<file path="config.mk">
export PLATFORM = sky130hd
export DESIGN_NAME = sort_engine_param_flat
export DESIGN_NICKNAME = d
export VERILOG_FILES = /design/src/rtl/sort_engine_param_if.sv /design/src/rtl/sort_engine_param.sv /design/src/flat_wrapper.sv
export SDC_FILE = /design/constraint.sdc
export NUM_CORES = 1
export LEC_CHECK = 0
export ABC_CLOCK_PERIOD_IN_PS = 5000
export CORE_UTILIZATION = 40
export DETAILED_ROUTE_END_ITERATION = 7
export DONT_BUFFER_PORTS = 1
export GPL_TIMING_DRIVEN = 0
export SETUP_SLACK_MARGIN = 0.3
export SKIP_LAST_GASP = 1
export SYNTH_ARGS = -nofsm -noshare
export SYNTH_HDL_FRONTEND = slang
export SYNTH_SLANG_ARGS = --single-unit
</file>
<file path="constraint.sdc">
create_clock -name i_clk -period 5 [get_ports i_clk]
set_input_delay 1 -clock i_clk [delete_from_list [all_inputs] [get_ports i_clk]]
set_output_delay 1 -clock i_clk [all_outputs]
set_load 0.1 [all_outputs]
</file>
<file path="src/rtl/sort_engine_param_if.sv">
// Host-side bus of the selection sort engine: load/readback port, start
// request, sort mode and status.
//
// Handshake: i_start is a single-cycle request honoured only while o_busy is
// low; the engine answers with a single-cycle o_done pulse (o_err alongside
// when N was invalid). Host writes are honoured only while o_busy is low;
// o_rd_data is a combinational view of mem[i_addr] at all times.
interface sort_engine_param_if #(
  parameter int SIZE_ADDR = 4,
  parameter int SIZE_DATA = 8
);
  logic                   i_start;
  logic [SIZE_ADDR:0]     i_num_elems;
  logic                   i_descend;
  logic                   i_signed;
  logic                   i_wr_en;
  logic [SIZE_ADDR-1:0]   i_addr;
  logic [SIZE_DATA-1:0]   i_wr_data;
  logic [SIZE_DATA-1:0]   o_rd_data;
  logic                   o_busy;
  logic                   o_done;
  logic                   o_err;
  logic [2*SIZE_ADDR-1:0] o_swap_cnt;

  // Host / testbench side
  modport master (
    output i_start, i_num_elems, i_descend, i_signed,
    output i_wr_en, i_addr, i_wr_data,
    input  o_rd_data, o_busy, o_done, o_err, o_swap_cnt
  );

  // Sort engine side
  modport slave (
    input  i_start, i_num_elems, i_descend, i_signed,
    input  i_wr_en, i_addr, i_wr_data,
    output o_rd_data, o_busy, o_done, o_err, o_swap_cnt
  );
endinterface

</file>
<file path="src/rtl/sort_engine_param.sv">
// In-place selection sort over an internal register-file RAM.
// One comparison per clock; ascending/descending and signed/unsigned modes
// are latched at start. The host loads and reads back the RAM through the
// same port; o_swap_cnt reports the swaps of the last sort.
// PATH_RAM names an optional preload image for flows that apply one to the
// RAM externally; the engine itself starts from whatever the host loads.
module sort_engine_param #(
  parameter int SIZE_ADDR = 4,
  parameter int SIZE_DATA = 8,
  parameter     PATH_RAM  = ""
) (
  input  logic                i_clk,
  input  logic                i_rst,
  sort_engine_param_if.slave  bus,
  output logic [2:0]          o_state
);

  localparam int DEPTH = 2 ** SIZE_ADDR;
  localparam logic [SIZE_ADDR:0]     DEPTH_N  = (SIZE_ADDR + 1)'(DEPTH);
  localparam logic [2*SIZE_ADDR-1:0] SWAP_MAX = '1;

  typedef enum logic [2:0] {
    S_IDLE  = 3'd0,
    S_CHECK = 3'd1,
    S_INIT  = 3'd2,
    S_SCAN  = 3'd3,
    S_SWAP  = 3'd4,
    S_DONE  = 3'd5
  } state_t;

  state_t                 state, state_nx;
  logic [SIZE_DATA-1:0]   mem [DEPTH];
  logic [SIZE_ADDR:0]     n_q;
  logic                   desc_q;
  logic                   sgn_q;
  logic [SIZE_ADDR-1:0]   i_q;
  logic [SIZE_ADDR-1:0]   j_q;
  logic [SIZE_ADDR-1:0]   min_idx;
  logic [SIZE_DATA-1:0]   min_val;
  logic [2*SIZE_ADDR-1:0] swap_cnt;
  logic                   last_j;
  logic                   last_i;
  logic                   n_bad;
  logic                   need_swap;

  // Strict comparison so that ties keep the earlier index.
  function automatic logic better(input logic [SIZE_DATA-1:0] a,
                                  input logic [SIZE_DATA-1:0] b,
                                  input logic desc,
                                  input logic sgn);
    logic lt;
    logic gt;
    if (sgn) begin
      lt = $signed(a) < $signed(b);
      gt = $signed(a) > $signed(b);
    end else begin
      lt = a < b;
      gt = a > b;
    end
    return desc ? gt : lt;
  endfunction

  assign last_j    = ({1'b0, j_q} == (n_q - 1'b1));
  assign last_i    = ({1'b0, i_q} == (n_q - 2'd2));
  assign n_bad     = (n_q > DEPTH_N);
  assign need_swap = (min_idx != i_q);

  assign bus.o_rd_data  = mem[bus.i_addr];
  assign bus.o_busy     = (state != S_IDLE);
  assign bus.o_done     = (state == S_DONE);
  assign bus.o_err      = (state == S_DONE) && n_bad;
  assign bus.o_swap_cnt = swap_cnt;
  assign o_state        = state;

  // State register; reset aborts any sort in flight.
  always_ff @(posedge i_clk or posedge i_rst) begin
    if (i_rst) state <= S_IDLE;
    else       state <= state_nx;
  end

  // Next-state logic.
  always_comb begin
    state_nx = state;
    case (state)
      S_IDLE:  if (bus.i_start) state_nx = S_CHECK;
      S_CHECK: state_nx = (n_bad || (n_q < 2'd2)) ? S_DONE : S_INIT;
      S_INIT:  state_nx = S_SCAN;
      S_SCAN:  if (last_j) state_nx = S_SWAP;
      S_SWAP:  state_nx = last_i ? S_DONE : S_INIT;
      S_DONE:  state_nx = S_IDLE;
      default: state_nx = S_IDLE;
    endcase
  end

  // Sort datapath: latched job parameters, loop indices, running minimum
  // and the swap counter.
  always_ff @(posedge i_clk or posedge i_rst) begin
    if (i_rst) begin
      n_q      <= '0;
      desc_q   <= 1'b0;
      sgn_q    <= 1'b0;
      i_q      <= '0;
      j_q      <= '0;
      min_idx  <= '0;
      min_val  <= '0;
      swap_cnt <= '0;
    end else begin
      case (state)
        S_IDLE: begin
          if (bus.i_start) begin
            n_q      <= bus.i_num_elems;
            desc_q   <= bus.i_descend;
            sgn_q    <= bus.i_signed;
            swap_cnt <= '0;
          end
        end
        S_CHECK: i_q <= '0;
        S_INIT: begin
          min_idx <= i_q;
          min_val <= mem[i_q];
          j_q     <= i_q + 1'b1;
        end
        S_SCAN: begin
          if (better(mem[j_q], min_val, desc_q, sgn_q)) begin
            min_idx <= j_q;
            min_val <= mem[j_q];
          end
          if (!last_j) j_q <= j_q + 1'b1;
        end
        S_SWAP: begin
          if (need_swap && (swap_cnt != SWAP_MAX)) swap_cnt <= swap_cnt + 1'b1;
          if (!last_i) i_q <= i_q + 1'b1;
        end
        default: ;
      endcase
    end
  end

  // RAM: host writes only while idle; the swap exchanges both entries on one
  // edge. Contents are deliberately not reset.
  always_ff @(posedge i_clk) begin
    if ((state == S_IDLE) && bus.i_wr_en) begin
      mem[bus.i_addr] <= bus.i_wr_data;
    end else if ((state == S_SWAP) && need_swap) begin
      mem[i_q]     <= min_val;
      mem[min_idx] <= mem[i_q];
    end
  end

endmodule

</file>
<file path="src/flat_wrapper.sv">
// flat-port wrapper written by rule: the top's interface ports become plain ports
module sort_engine_param_flat 
#(
  parameter int SIZE_ADDR = 4,
  parameter int SIZE_DATA = 8,
  parameter     PATH_RAM  = ""
)
  (i_clk, i_rst, o_state, bus_i_start, bus_i_num_elems, bus_i_descend, bus_i_signed, bus_i_wr_en, bus_i_addr, bus_i_wr_data, bus_o_rd_data, bus_o_busy, bus_o_done, bus_o_err, bus_o_swap_cnt);
  sort_engine_param_if #(.SIZE_ADDR(SIZE_ADDR), .SIZE_DATA(SIZE_DATA)) bus_i ();
  input  logic i_clk;
  input  logic i_rst;
  output logic [2:0] o_state;
  input wire logic [$bits(bus_i.i_start)-1:0] bus_i_start;
  input wire logic [$bits(bus_i.i_num_elems)-1:0] bus_i_num_elems;
  input wire logic [$bits(bus_i.i_descend)-1:0] bus_i_descend;
  input wire logic [$bits(bus_i.i_signed)-1:0] bus_i_signed;
  input wire logic [$bits(bus_i.i_wr_en)-1:0] bus_i_wr_en;
  input wire logic [$bits(bus_i.i_addr)-1:0] bus_i_addr;
  input wire logic [$bits(bus_i.i_wr_data)-1:0] bus_i_wr_data;
  output wire logic [$bits(bus_i.o_rd_data)-1:0] bus_o_rd_data;
  output wire logic [$bits(bus_i.o_busy)-1:0] bus_o_busy;
  output wire logic [$bits(bus_i.o_done)-1:0] bus_o_done;
  output wire logic [$bits(bus_i.o_err)-1:0] bus_o_err;
  output wire logic [$bits(bus_i.o_swap_cnt)-1:0] bus_o_swap_cnt;
  assign bus_i.i_start = bus_i_start;
  assign bus_i.i_num_elems = bus_i_num_elems;
  assign bus_i.i_descend = bus_i_descend;
  assign bus_i.i_signed = bus_i_signed;
  assign bus_i.i_wr_en = bus_i_wr_en;
  assign bus_i.i_addr = bus_i_addr;
  assign bus_i.i_wr_data = bus_i_wr_data;
  assign bus_o_rd_data = bus_i.o_rd_data;
  assign bus_o_busy = bus_i.o_busy;
  assign bus_o_done = bus_i.o_done;
  assign bus_o_err = bus_i.o_err;
  assign bus_o_swap_cnt = bus_i.o_swap_cnt;
  sort_engine_param #(.SIZE_ADDR(SIZE_ADDR), .SIZE_DATA(SIZE_DATA), .PATH_RAM(PATH_RAM)) u_core (.i_clk(i_clk), .i_rst(i_rst), .bus(bus_i), .o_state(o_state));
endmodule
</file>
Yosys cells after proc, flatten, opt, wreduce, memory -nomap -nowiden
Memory sizes are Yosys's and may differ from the RTL's.
Cells that the tools add are included.
{ "word_totals": {"ff_bits": 38, "ram_bits": 128, "inputBits": 23, "out_inout_bits": 22, "memories": 1} }
{ "mem_list": {"columns": ["memory", "words", "word_bits", "rd", "rd_clocked_by_memory_dff", "write_ports", "line_no", "rtl"], "rows": [
  ["u_core.mem", 16, 8, 3, 0, 2, "sort_engine_param.sv:32", "logic [SIZE_DATA-1:0] mem [DEPTH];"]
]} }
{ "op_classes": {"addsub": 5, "n_lt_le_gt_ge": 6, "eq_ne": 15, "mux": 29, "n_reduce_logical": 17} }
{ "op_table": {"columns": ["op", "n"], "rows": [
  ["$mux 8", 4],
  ["$pmux 8 s2", 2],
  ["$pmux 4 s2", 3],
  ["$gt 8x8->1", 2],
  ["$lt 8x8->1", 2],
  ["$mux 4", 4],
  ["$pmux 3 s5", 1],
  ["$mux 3", 4],
  ["$mux 1", 11],
  ["$eq 4x5->1", 2],
  ["$reduce_and 2->1", 5],
  ["$add 4x1->4 const B", 2],
  ["$add 8x1->8 const B", 1],
  ["$ne 8x8->1 const B", 1],
  ["$reduce_or 8->1", 1],
  ["$eq 3x2->1 const B", 2],
  ["$eq 3x3->1 const B", 2],
  ["$ne 2x1->1 const B", 3],
  ["$ne 2x2->1 const B", 3],
  ["$reduce_bool 2->1", 3],
  ["$gt 5x5->1 const B", 1],
  ["$lt 5x2->1 const B", 1],
  ["$sub 5x1->5 const B", 1],
  ["$sub 5x2->5 const B", 1],
  ["other kinds (7)", 10]
]} }

Longest topological paths before layout
Gate-level depths: netlist of run 1.
{ "depth": {"word_depth": 7, "mapped_depth": 15, "mapped_depth_nobuf": 11} }

Worst setup path after synthesis of run 1
OpenSTA, ideal clock, no wires.
{ "synth_path": {"path_type": "register -> output", "startpoint": "reg u_core.state[0], in the netlist u_core.o_state[0]", "endpoint": "out bus_o_err", "arrival_time_ns": 4.542, "t_required_ns": 4.000, "setup_slack_ns": -0.542, "stages_incl_launch_ff": 4, "cell_sequence": "dfrtp_1 > inv_1 > nor3b_1 > and3_1"} }
{ "synth_between": {"elab_chain_cells": 2} }
{ "synth_rtl": {"columns": ["element", "line_no", "rtl"], "rows": [
  ["from (decl)", "sort_engine_param.sv:31", "state_t state, state_nx;"],
  ["from (signal assigned)", "sort_engine_param.sv:78", "else state <= state_nx;"],
  ["$eq 3x3->1", null, null],
  ["named net bus_o_done", "flat_wrapper.sv:22", "output wire logic [$bits(bus_i.o_done)-1:0] bus_o_done;"],
  ["$logic_and 1x1->1", "sort_engine_param.sv:71", "assign bus.o_err = (state == S_DONE) && n_bad;"],
  ["to (decl)", "flat_wrapper.sv:23", "output wire logic [$bits(bus_i.o_err)-1:0] bus_o_err;"]
]} }
The timed path passes the listed nets, and every way through them passes these cells.

Final worst setup path of run 1
{ "layout_path": {"startpoint": "in bus_i_addr[1]", "endpoint": "out bus_o_rd_data[4]"} }
{ "layout_between": {"elab_chain_cells": 1} }
{ "layout_rtl": {"columns": ["element", "line_no", "rtl"], "rows": [
  ["from (decl)", "flat_wrapper.sv:18", "input wire logic [$bits(bus_i.i_addr)-1:0] bus_i_addr;"],
  ["$mem_v2 16x8", null, null],
  ["to (decl)", "flat_wrapper.sv:20", "output wire logic [$bits(bus_i.o_rd_data)-1:0] bus_o_rd_data;"]
]} }
No other way between the ends.

==> flow_summary.ini, run 1 <==
[status]
status = finished, final reports clean

[yosys]
ys_seq_area_frac = 0.420
yosys.area.top_type_share = 0.336
syn-num-nets = 895
synth_ff_type = edfxtp_1
ys_seq_elements = 166
synth_largest_area_cell = edfxtp_1
synth_area_leaders = edfxtp_1 (34%), mux4_2 (18%), mux2i_1 (14%)
synth_cell_types = 70
synth.avg_cell_area_um2 = 13.3
syn_area_um2 = 11400
synthCells = 857
yosysWarnings = 0
synth_edf_count = 128
async_reset_ff_frac = 0.229

[routing]
antenna_left = 0
drc = 0
first_pass_iters = 5
totalWireLength_um = 40400
routed-via-count = 8444
dr.first_iter.drc_count = 1156
wl_per_cell_um = 31.7
vias_per_cell = 6.62

[layout]
areaGrowthSynthToFinish_pct = 11.3
final_cells = 1275
final_cell_mix = mux2i_1 (163), edfxtp_1 (128), mux4_2 (89)
drive_above_1_share = 0.265
final_common_cell = mux2i_1
final_cell_area_um2 = 12700
utilization = 0.455
multi_input_area_um2 = 6180
seq_area_um2 = 4800
antenna_cells = 0
final_net_count = 922
fill_cells = 2550

[cts]
hold_buffers = 0
cts_setup_buffers = 0
htreeDepth = 4
clkSinkCount = 166
cts.clk_slew.worst_paths_ps = 70
post_cts_resized = 6
clk_latency_ps = 460
tritoncts = built
cts_buffer_depth = 2
cts_root_buf = clkbuf_16
cts_buffers = 17

[timing]
finClkSkew_ps = 14.6
finalSetupViolCount = 0
timing.hold.ws_ps = 514
tightest_slew_ps = 1440
slew_headroom = 0.0405
hold_violations = 0
rsz0062_at_grt = false
maxSlewViolCount = 0
layout_worst_path_cycle_share = 0.955
fin_crit_ps = 4770
timing.fmax_mhz = 209

[min_path]
hold_path.class = reg -> reg
holdPathEnd = u_core.min_val[2]$_DFFE_PP0P_
hold_depth = 1
min_from = u_core.min_val[2]$_DFFE_PP0P_

[setup_path]
endpoint_kind = output pin
r2r_slack_ps = 430
max_stage_delay_ps = 940
r2r-start = u_core.j_q[2]$_DFFE_PP0P_
r2r-end = u_core.min_val[0]$_DFFE_PP0P_
cp.buffers_inverters = 2
arrival_ps = 3770
cpMaxStageDelayCell = clkbuf_1
startpoint_type = input port
r2r_cells = 13
crit_fanout = 10
cp_cell_sequence = clkbuf_1, clkbuf_1, mux4_2, mux4_2
crit_family = buffers and inverters
crit_type = in -> out
crit_required_ps = 4000

[floorplanning]
num_io_pins = 45
initial_core_util = 0.409
die-area_um2 = 29300
rows = 61
dieWidth_um = 171
die_y_um = 171
design.core.area_um2 = 27900

[grt]
grt_pass1_wl_um = 57700
antenna_found_initial = 1
grt_use_total = 0.288
grt_pass1_vias = 8078
grt_max_degree = 39
overflow = 0

[placed_design]
hpwl_um = 27100
dp.cells = 1243
portBuffers = 0
placed_cell_area_um2 = 12100
gp_congestion = 0.909

[power]
power_w = 0.00650
vdd_drop_max_v = 0.000295
p_leak_nw = 4.57
p_per_area_nw_per_um2 = 511

[run]
maxCapViolations = 0
cell usage after synthesis, types with 7 or more instances:
cell type,instances
buf_2,37
clkbuf_1,25
mux4_1,10
nand3_1,11
o21ai_1,7
dfrtp_1,38
buf_4,10
mux2_2,15
or3_1,13
a21oi_1,24
nor3_1,10
xor2_1,9
nor2_1,36
xnor2_1,12
o22ai_1,15
inv_1,19
o21ai_0,24
mux2i_1,163
edfxtp_1,128
ha_1,15
mux4_2,89
nand2_1,34
nor2b_1,13
cells by family (layout without fill, tap and decap cells):
group | count (synthesis) | in the layout | share of synthesized area
mux | 284 | 284 | 0.365
buf+inv | 102 | 142 | 0.0443
xor+xnor | 21 | 21 | 0.0161
flops | 166 | 166 | 0.420
compound gates | 109 | 109 | 0.0617
fa+ha+maj | 15 | 15 | 0.0164
simple gates | 160 | 160 | 0.0771
stage by stage:
step	setup slack, ps	setup TNS (ps)
final	226	0
after global routing	306	0
after CTS	300	0
after detailed placement	40.8	0
after global placement	-9.45	-88.9
after floorplan	517	0
how the worst max path moves through the flow:
stage                                  startpoint                            end  cells past startpoint
floorplan           u_core.o_state[0]$_DFFE_PP0P_                      bus_o_err                      3
global placement                    bus_i_addr[0]     u_core.mem[1][4]$_DFFE_PP_                      4
detailed placement                  bus_i_addr[0]               bus_o_rd_data[6]                      4
CTS                     u_core.j_q[2]$_DFFE_PP0P_  u_core.min_val[0]$_DFFE_PP0P_                     13
global route            u_core.j_q[0]$_DFFE_PP0P_  u_core.min_val[0]$_DFFE_PP0P_                     13
finish                              bus_i_addr[1]               bus_o_rd_data[4]                      4
metal layers:
metal / up-vias / share of wire / GRT usage
li1: 3438 / - / -
met1: 4301 / 0.41 / 0.399
met2: 605 / 0.43 / 0.418
met3: 98 / 0.12 / 0.0946
met4: 2 / 0.032 / 0.109
met5: - / 0.00032 / 0
where the power goes:
part / internal [W] / switching, W
Clock: 0.000854 / 0.000642
Combinational: 0.00121 / 0.00176
Sequential: 0.00165 / 0.000391
state kept, by name, summed over array words and instances, names as in the netlist:
signal	flops
u_core.bus.o_swap_cnt	8
u_core.desc_q	1
u_core.i_q	4
u_core.j_q	4
u_core.mem	128
u_core.min_idx	4
u_core.min_val	8
u_core.n_q	5
u_core.o_state	3
u_core.sgn_q	1
cell type report:
class                           instances  area share
Inverter                               20     0.00600
Sequential cell                       166       0.377
Buffer                                 82      0.0355
Multi-Input combinational cell        589       0.486
Clock inverter                         14      0.0166
Timing Repair Buffer                    8     0.00777
Tap cell                              378      0.0372
Clock buffer                           18      0.0337
(Power assumes the default switching activity.)
==> inputs of run 2 (changes only) <==
GPL_TIMING_DRIVEN = default   (was 0)
==> run 2 against run 1 <==
  * Non-clock buffer count is 47 lower
  * Final cell count is 3.8% lower
  * Clock-buffer cell count is 1 lower
  * Sequential share of layout area is 0.82 points higher
  * Critical path type is now reg -> reg
==> flow_summary.ini, run 2 (synthesis gave the netlist of run 1 again) <==
[status]
status = finished, final reports clean

[routing]
wl_per_cell_um = 29.8
antenna_left = 0
vias_per_cell = 6.42
top_layer_used = met4
routed-via-count = 7881
route.met2.wl_um = 17500
met1_length_um = 14600
first_pass_iters = 5
met3WireLength_um = 3190
dr.first_iter.drc_count = 906
totalWireLength_um = 36600
drc = 0

[setup_path]
cp_cell_sequence = buf_4, mux4_2, o21ai_0, mux2i_1, ha_1, a2111oi_2, a221oi_1, or3_1, a31oi_2, buf_4, mux2_1
crit_top_cell = buf_4
startpoint_type = flop
max_stage_delay_ps = 780
crit_family = compound AO/OA/AOI/OAI gates
arrival_ps = 4610
cpMaxStageDelayCell = dfrtp_2
crit_required_ps = 5320
cp.buffers_inverters = 2
endpoint_kind = flop
crit_type = reg -> reg
crit_fanout = 21

[layout]
final_cell_area_um2 = 12500
largest-register = u_core.mem
areaGrowthSynthToFinish_pct = 9.00
drive_above_1_share = 0.253
largest_register_ffs = 128
final_common_cell = mux2i_1
antenna_cells = 0
final_net_count = 875
utilization = 0.446
final_cell_mix = mux2i_1 (163), edfxtp_1 (128), mux4_2 (89)

[power]
p_per_area_nw_per_um2 = 501
power_frac_comb = 0.410
clockPowerShare = 0.237
swShare = 0.413
seqPwrFrac = 0.353
p_switching_w = 0.00258
p_leak_nw = 4.45
vdd_drop_max_v = 0.000292
internal_power_w = 0.00366

[floorplanning]
rows = 61
num_io_pins = 45
die-area_um2 = 29300
dieWidth_um = 171
die_y_um = 171
initial_core_util = 0.409
design.core.area_um2 = 27900

[cts]
cts_setup_buffers = 0
cts.clk_slew.worst_paths_ps = 70
cts_root_buf = clkbuf_16
clk_latency_ps = 440
htreeDepth = 4
post_cts_resized = 0
cts_buffer_depth = 2
tritoncts = built
clkSinkCount = 166
hold_buffers = 0
cts_buffers = 17

[min_path]
hold_path.class = in -> async

[timing]
tightest_slew_ps = 1300
rsz0062_at_grt = false
finalSetupViolCount = 0
finalSetupTns_ps = 0
maxSlewViolCount = 0
finClkSkew_ps = 10.5
hold_violations = 0
fin_crit_ps = 4290
layout_worst_path_cycle_share = 0.857
timing.hold.ws_ps = 458
timing.fmax_mhz = 233
slew_headroom = 0.132

[grt]
overflow = 0
grt_pass1_wl_um = 53500
grt_pass1_vias = 7935
grt_use_total = 0.261
grt_max_degree = 36
antenna_found_initial = 0

[placed_design]
gp_congestion = 0.893
hpwl_um = 24800
portBuffers = 0
placed_cell_area_um2 = 11800

[run]
maxCapViolations = 0
-- run 2: changes by cell type in the layout (fill, tap and decap cells not counted), moves of 4 or more --
cell | previous run | this run
buf_4 | 10 | 43
o22ai_1 | 10 | 15
clkbuf_1 | 24 | 0
buf_1 | 4 | 0
buf_6 | 9 | 0
o22ai_2 | 5 | 0
buf_2 | 37 | 0
clkbuf_4 | 4 | 0
-- run 2: final timing paths --
path	from	cells past startpoint	slack, ps	endpoint
max	u_core.j_q[0]$_DFFE_PP0P_	11	710	u_core.min_val[0]$_DFFE_PP0P_
min	i_rst	1	460	u_core.bus.o_swap_cnt[4]$_DFFE_PP0P_
max reg2reg	u_core.j_q[0]$_DFFE_PP0P_	11	710	u_core.min_val[0]$_DFFE_PP0P_
min reg2reg	u_core.min_val[4]$_DFFE_PP0P_	1	520	u_core.min_val[4]$_DFFE_PP0P_
max in group asynchronous	i_rst	2	3810	u_core.j_q[2]$_DFFE_PP0P_
min in group i_clk	u_core.min_val[4]$_DFFE_PP0P_	1	520	u_core.min_val[4]$_DFFE_PP0P_
-- run 2: per-stage QoR --
step / power (W) / instances / setup slack (ps)
floorplan: 0.00416 / 857 / 517
CTS: 0.00623 / 1227 / 751
detailed placement: 0.00475 / 1196 / 779
finish: 0.00624 / 1227 / 713
global route: 0.00655 / 1227 / 461
global placement: 0.00472 / 1196 / 845
-- run 2: layout make-up --
class / count / area, um^2
well taps: 378 / 473
multi-input cells: 589 / 6140
flip-flops and latches: 166 / 4800
clock buffers: 17 / 425
repair buffers: 43 / 323
inverters: 20 / 76.3
clock inverters: 14 / 216
fillers: 2554 / 15500
-- run 2: power by group through the flow --
stage	Combinational, W	Sequential [W]	Clock [W]
global route	0.00277	0.00223	0.00155
global placement	0.00250	0.00222	0
floorplan	0.00214	0.00202	0
CTS	0.00254	0.00219	0.00150
detailed placement	0.00252	0.00222	0
finish	0.00256	0.00220	0.00148
-- run 2: layer usage --
layer / global-route usage / up-vias
met5: 0 / -
met4: 0.104 / 0
met3: 0.0657 / 81
met2: 0.422 / 446
met1: 0.333 / 4021
li1: - / 3333
==> inputs of run 3 (changes only) <==
SKIP_LAST_GASP = default   (was 1)
==> results of run 3 <==
The final DEF is identical to that of run 2; final timing and power are the same.
